===== config.mk =====
export PLATFORM = sky130hd
export DESIGN_NAME = mult_reduce_p1305
export DESIGN_NICKNAME = d
export VERILOG_FILES = /design/src/rtl/mult_reduce_p1305.sv
export SDC_FILE = /design/constraint.sdc
export NUM_CORES = 2
export LEC_CHECK = 0
export CORE_MARGIN = 5
export CORE_UTILIZATION = 49
export CTS_CLUSTER_SIZE = 14
export DETAILED_ROUTE_END_ITERATION = 6
export PLACE_DENSITY = 0.7
export SLEW_MARGIN = 10
export SYNTH_ARGS = -nofsm -noshare
export SYNTH_HDL_FRONTEND = slang
export SYNTH_SLANG_ARGS = --single-unit

===== constraint.sdc =====
create_clock -name clk -period 6.65 [get_ports clk]
set_input_delay 1.33 -clock clk [delete_from_list [all_inputs] [get_ports clk]]
set_output_delay 1.33 -clock clk [all_outputs]
set_load 0.05 [all_outputs]

===== src/rtl/mult_reduce_p1305.sv =====
// rtl/mult_reduce_p1305.sv - three-step reduction of a 258-bit product modulo 2^130-5
//
// Purpose:
//   Reduces the unreduced 258-bit product of a 130x128 multiply to its
//   canonical residue modulo p = 2^130 - 5. It uses the identity
//   2^130 == 5 (mod p): two folds, then one conditional subtract.
//   There is no multiplier; 5*x is formed as (x << 2) + x.
//
// Ports:
//   clk        - single clock, all state updates on the rising edge
//   reset_n    - asynchronous active-low reset
//   start      - request, accepted only while busy is low
//   prod_in    - 258-bit unreduced product, captured on the accepting edge
//   result_out - 130-bit canonical residue, registered, held between results
//   busy       - high from the cycle after acceptance until the done cycle
//   done       - one-cycle pulse marking result_out valid
//
// Timing:
//   accept at edge T, fold 1 at T+1, fold 2 at T+2, final subtract and
//   done at T+3. A start seen during the done cycle is accepted, which
//   gives one result every 4 cycles.

module mult_reduce_p1305 (
  input  logic         clk,
  input  logic         reset_n,
  input  logic         start,
  input  logic [257:0] prod_in,
  output logic [129:0] result_out,
  output logic         busy,
  output logic         done
);

  typedef enum logic [1:0] {
    IDLE  = 2'd0,
    FOLD1 = 2'd1,
    FOLD2 = 2'd2,
    FINAL = 2'd3
  } state_t;

  // p = 2^130 - 5, held one bit wider so the compare with h2 needs no extension.
  localparam logic [130:0] P_MOD = (131'd1 << 130) - 131'd5;

  state_t       state;
  logic [257:0] p_reg;
  logic [131:0] h1;
  logic [130:0] h2;

  // Fold 1: P[257:130] is 128 bits, so 5*P_hi < 2^131 and h1 < 2^132.
  logic [131:0] p_hi_ext;
  logic [131:0] p_hi_x5;
  logic [131:0] h1_next;

  assign p_hi_ext = {4'b0, p_reg[257:130]};
  assign p_hi_x5  = (p_hi_ext << 2) + p_hi_ext;
  assign h1_next  = {2'b0, p_reg[129:0]} + p_hi_x5;

  // Fold 2: h1[131:130] is at most 3, so the term added is at most 15.
  logic [130:0] h1_hi_ext;
  logic [130:0] h1_hi_x5;
  logic [130:0] h2_next;

  assign h1_hi_ext = {129'b0, h1[131:130]};
  assign h1_hi_x5  = (h1_hi_ext << 2) + h1_hi_ext;
  assign h2_next   = {1'b0, h1[129:0]} + h1_hi_x5;

  // h2 < 2^130 + 15 < 2p, so one conditional subtract gives the canonical residue.
  logic         h2_ge_p;
  logic [130:0] h2_minus_p;
  logic [129:0] result_next;

  assign h2_ge_p     = (h2 >= P_MOD);
  assign h2_minus_p  = h2 - P_MOD;
  assign result_next = h2_ge_p ? h2_minus_p[129:0] : h2[129:0];

  always_ff @(posedge clk or negedge reset_n) begin
    if (!reset_n) begin
      state      <= IDLE;
      p_reg      <= '0;
      h1         <= '0;
      h2         <= '0;
      result_out <= '0;
      busy       <= 1'b0;
      done       <= 1'b0;
    end else begin
      // done is a pulse: it is set only in the FINAL branch.
      done <= 1'b0;
      case (state)
        IDLE: begin
          if (start) begin
            p_reg <= prod_in;
            busy  <= 1'b1;
            state <= FOLD1;
          end
        end
        FOLD1: begin
          h1    <= h1_next;
          state <= FOLD2;
        end
        FOLD2: begin
          h2    <= h2_next;
          state <= FINAL;
        end
        FINAL: begin
          result_out <= result_next;
          done       <= 1'b1;
          busy       <= 1'b0;
          state      <= IDLE;
        end
        default: begin
          state <= IDLE;
          busy  <= 1'b0;
        end
      endcase
    end
  end

endmodule

-- After elaboration in Yosys (flattened, before gate mapping)
Index checks and enable logic that the tools add are counted.
- register bits: 655
- bits of input ports: 261
- output and inout port bits: 132
- word-level logic and storage cells: 27
- $add $sub $neg: 5
- magnitude comparators: 1
- equal/unequal tests: 4
- multiplexer cells: 6
- reduce and logical (&&, ||, !) cells: 4
- operators by type and width (cell ; count):
    $add A130 B131 Y132 ; 1
    $add A130 B128 Y131 ; 1
    $add A130 B5 Y131 ; 1
    $ge A131 B130 Y1 const B ; 1
    $mux W130 ; 1
    $sub A130 B130 Y130 const B ; 1
    $pmux W2 S4 ; 1
    $add A4 B2 Y5 ; 1
    $eq A2 B2 Y1 const B ; 2
    $reduce_and A2 Y1 ; 2
    $eq A2 B1 Y1 const B ; 1
    $logic_not A2 Y1 ; 1
    $mux W1 ; 2
    $mux W2 ; 1
    $ne A2 B2 Y1 const B ; 1
    $pmux W1 S2 ; 1
    $reduce_bool A2 Y1 ; 1

-- Longest topological paths before layout
- depth after elaboration: 3
- mapped depth: 16
- gate-level depth less buffers: 16

-- Worst setup path before layout
No wires, ideal clock.
- kind: reg2reg
- start: register p_reg[2]
- end: register h1[118]
- arrival time: 3.889 ns
- required time: 6.526 ns
- setup slack: 2.637 ns
- cell stages (with the launch flop): 17
- period minus slack after synthesis: 4.013 ns
- cell sequence: dfrtp_1 > inv_1 > fa_1 > inv_1 > ha_1 > a211oi_1 > o211ai_1 > a221oi_1 > o31a_1 > o21ai_0 > a21oi_1 > o21ai_0 > a31o_2 > a31oi_1 > nor4_1 > a21o_1 > a211o_1
- word-level cells in the longest chain between the ends: 1
- RTL lines (element ; line ; text):
    start: declaration ; 44 ; logic [257:0] p_reg;
    start signal: assignment ; 90 ; p_reg <= prod_in;
    $add A130 B131 Y132 ; 55 ; assign h1_next = {2'b0, p_reg[129:0]} + p_hi_x5;
    end signal: assignment ; 96 ; h1 <= h1_next;
    end: declaration ; 45 ; logic [131:0] h1;
No other way between the ends.
A chain may end at the register's enable or synchronous reset.

-- Worst setup path after layout
- start: register p_reg[148]
- end: register h1[128]
- word-level cells in the longest chain between the ends: 2
- RTL lines (element ; line ; text):
    $add A130 B128 Y131 ; 54 ; assign p_hi_x5 = (p_hi_ext << 2) + p_hi_ext;
    $add A130 B131 Y132 ; 55 ;
No other way between the ends.

==> summary.txt <==
Setup path
  – Crit Path Class: reg2reg
  – Required time at the endpoint of the critical path: 7.14 ns
  – Crit. End Element: register
  – Setup crit start kind: register
  – Buffers & Inverters on Critical Path: 2
  – Maximum fanout encountered on the critical timing path: 8
  – Worst flop-to-flop path startpoint: p_reg[148]
  – Endpoint of the most critical register-to-register path: h1[128]
  – Family of cells with the greatest summed delay on the critical path: compound AO/OA/AOI/OAI gates
  – Setup slack of the most critical reg-to-reg path: 1.16 ns
  – Library cell contributing the largest single delay on the critical path: a2111oi_0
  – Critical path cell sequence: fa_1 > ha_1 > nand4_1 > nor3_1 > inv_1 > a211oi_1 > o21bai_1 > a2111oi_0 > buf_4 > o211ai_1 > a31oi_1 > a31o_2 > a21oi_1 > o311ai_0
  – Cell depth of the worst flop-to-flop path: 14
  – Longest individual stage delay on the worst path: 0.91 ns
  – Worst EP arrival: 5.98 ns
  – Crit. path cell count: 14

Finish
  – Fraction of layout cells with a size suffix above 1: 0.127
  – Area Overhead vs Synth: 18.6%
  – Flip-flop count of the largest register, all copies and words added: 258
  – N_diodes: 0
  – Finished Cell Area: 47,600 sq um
  – Total number of nets in the final design: 4,885
  – Non-Filler Instances: 5,478

Placement
  – Cell Area, Placed: 45,000 sq um
  – Routability Congestion: 0.933
  – HPWL reported at the end of detailed placement: 88,000 um
  – Minimum setup slack after placement: 1.36 ns
  – # placed instances: 5,346
  – Number of port buffers: 392

Routing
  – Average detailed-routed wire length per instance: 20.7 um
  – Total vias in the final route: 31.3k
  – Drt drc: 0
  – Routed WL: 113,000 um
  – First-pass detailed-route iteration total: 6
  – Antenna Violating Nets Remaining: 0
  – Detailed Route Iter0 Violations: 2,291
  – Vias per std cell: 5.71

Floorplan
  – Overall die width: 296 um
  – Placeable core area: 81,600 sq um
  – Io pins: 393
  – Floorplan die area: 87,700 sq um
  – Starting density of the core: 0.492
  – Die height: 296 um
  – Row count: 105

Yosys
  – Yosys Warn Count: 0
  – Post-synth EDFFs: 0
  – Sequential share of the synthesized area: 0.409
  – Post-synth design cell area: 40,100 sq um
  – Mapped Avg Cell Area: 9.92 sq um
  – Cell count after synthesis: 4,045
  – Count of unique library cells instantiated by Yosys: 71
  – Leading area contributor after synthesis: dfrtp_1
  – Proportion of register bits with asynchronous set or reset after synthesis: 1.00
  – Most numerous cell in the Yosys netlist: dfrtp_1
  – Most used DFF post-synth: dfrtp_1
  – Commonest cells post-synth: dfrtp_1 (655), a21oi_1 (465), nor2_1 (441)
  – Top cells by area, synth: dfrtp_1 (41%), mux2_2 (10%), fa_1 (6.4%), a21oi_1 (5.8%), xor2_1 (4.6%)
  – Number of register bits inferred by synthesis: 655
  – Number of nets in the synthesized netlist: 4,576
  – Share of the synthesized area in the top cell type: 0.409

STA
  – Number of pins with negative max-slew slack in the final report: 0
  – Final total negative setup slack: 0 ns
  – Unrepaired setup endpoints after global routing: false
  – Number of setup violations in the final report: 0
  – Clock period minus final worst setup slack: 5.49 ns
  – Post-route worst setup slack: 1.16 ns
  – Tcrit/Tclk final: 0.825
  – Number of endpoints with negative hold slack in the final report: 0
  – Worst-case headroom to the max-slew limit: 0.290
  – Highest attainable clock frequency: 182 MHz
  – Clock skew: 0.0289 ns
  – Slew @ Worst Pin: 1.07 ns

Clocking
  – Number of instances resized during post-cts repair: 0
  – Number of CTS-inserted buffers: 76
  – Max clock buf depth: 3
  – TritonCTS clock tree: yes
  – Root buffer selected by CTS: clkbuf_16
  – Clock insertion delay at the later pin of the skew report: 0.62 ns
  – Maximum level of the CTS H-tree: 3
  – Buffer count from post-CTS setup fixing: 0
  – CTS clk-pin slew, worst paths: 0.06 ns
  – Clock sink count: 655
  – Number of buffers inserted by hold repair at cts: 0

GRT
  – Global-route wire length before repair: 178,000 um
  – Number of global-route vias before repair: 31.1k
  – Number of antenna violations at the first check in global routing: 0
  – Tot GR Track Use: 0.255
  – Remaining Overflow, GRT: 0
  – Largest net degree at the start of global routing: 210

Job
  – Max-cap check violation count: 0

Outcome
  – Run status: completed

Hold path
  – Min-Delay Path Depth: 1
  – Worst min-delay path category: reg2reg
  – Hold Path Sink: result_out[0]
  – Critical hold path startpoint: result_out[0]
[area by class of cell]
type	count	area, sq um
Clock buffer	105	2210
Clock inverter	27	389
Fill cell	7039	34000
Inverter	69	259
Multi-Input combinational cell	3134	22800
Sequential cell	655	16400
Tap cell	1070	1340
Timing Repair Buffer	418	4190
[placed cells by master, fill, tap and decap left out, types with 19 or more instances in the layout]
| cell type | netlist | layout |
|---|---|---|
| a21o_1 | 61 | 61 |
| xnor2_1 | 164 | 164 |
| nor2_1 | 441 | 441 |
| nor2b_1 | 19 | 19 |
| xor2_1 | 211 | 211 |
| ha_1 | 142 | 139 |
| fa_1 | 128 | 128 |
| nand4_1 | 117 | 117 |
| nor4_1 | 21 | 21 |
| o21bai_1 | 36 | 36 |
| dfrtp_1 | 655 | 655 |
| mux2_2 | 366 | 366 |
| nand2_1 | 268 | 267 |
| a21oi_1 | 465 | 465 |
| nor3_1 | 68 | 68 |
| clkbuf_16 | 0 | 79 |
| buf_4 | 0 | 21 |
| and2_1 | 22 | 22 |
| o21a_1 | 23 | 23 |
| clkdlybuf4s50_1 | 0 | 391 |
| and4_1 | 20 | 20 |
| o21ai_0 | 139 | 139 |
| and3_1 | 70 | 70 |
| nand3_1 | 142 | 142 |
| inv_1 | 69 | 69 |
[cells by family after synthesis]
family,after synthesis,synth area share
and+or+nand+nor,1279,0.153
AOI/OAI and AO/OA,838,0.121
adders and majority gates,270,0.108
DFF,655,0.409
xor gates and xnor gates,375,0.0819
muxes,372,0.104
buffers and inverters,256,0.0240
[routing by layer]
metal	track usage	share of wire	vias to the layer above
li1	-	-	14900
met1	0.376	0.46	15300
met2	0.393	0.45	892
met3	0.0450	0.066	139
met4	0.0665	0.024	0
met5	0	0	-
[worst max path at each step]
| stage | from | end | slack, ns |
|---|---|---|---|
| finish | p_reg[148] | h1[128] | 1.16 |
| global route | p_reg[130] | h1[118] | 1.01 |
| CTS | p_reg[130] | h1[128] | 1.34 |
| detailed placement | p_reg[130] | h1[128] | 1.36 |
| global placement | p_reg[3] | h1[128] | 1.41 |
| floorplan | p_reg[2] | h1[118] | 2.64 |
[per-stage QoR]
stage / utilization / hold WS (ns)
2_1_floorplan: - / 0.479
3_3_place_gp: 0.551 / 0.493
3_5_place_dp: 0.551 / 0.499
4_1_cts: 0.583 / 0.514
5_1_grt: 0.583 / 0.528
6_report: 0.583 / 0.515
Power is left out: the tool's default activity adds up to more than one toggle a clock period on the data nets, which glitch-free logic cannot reach.
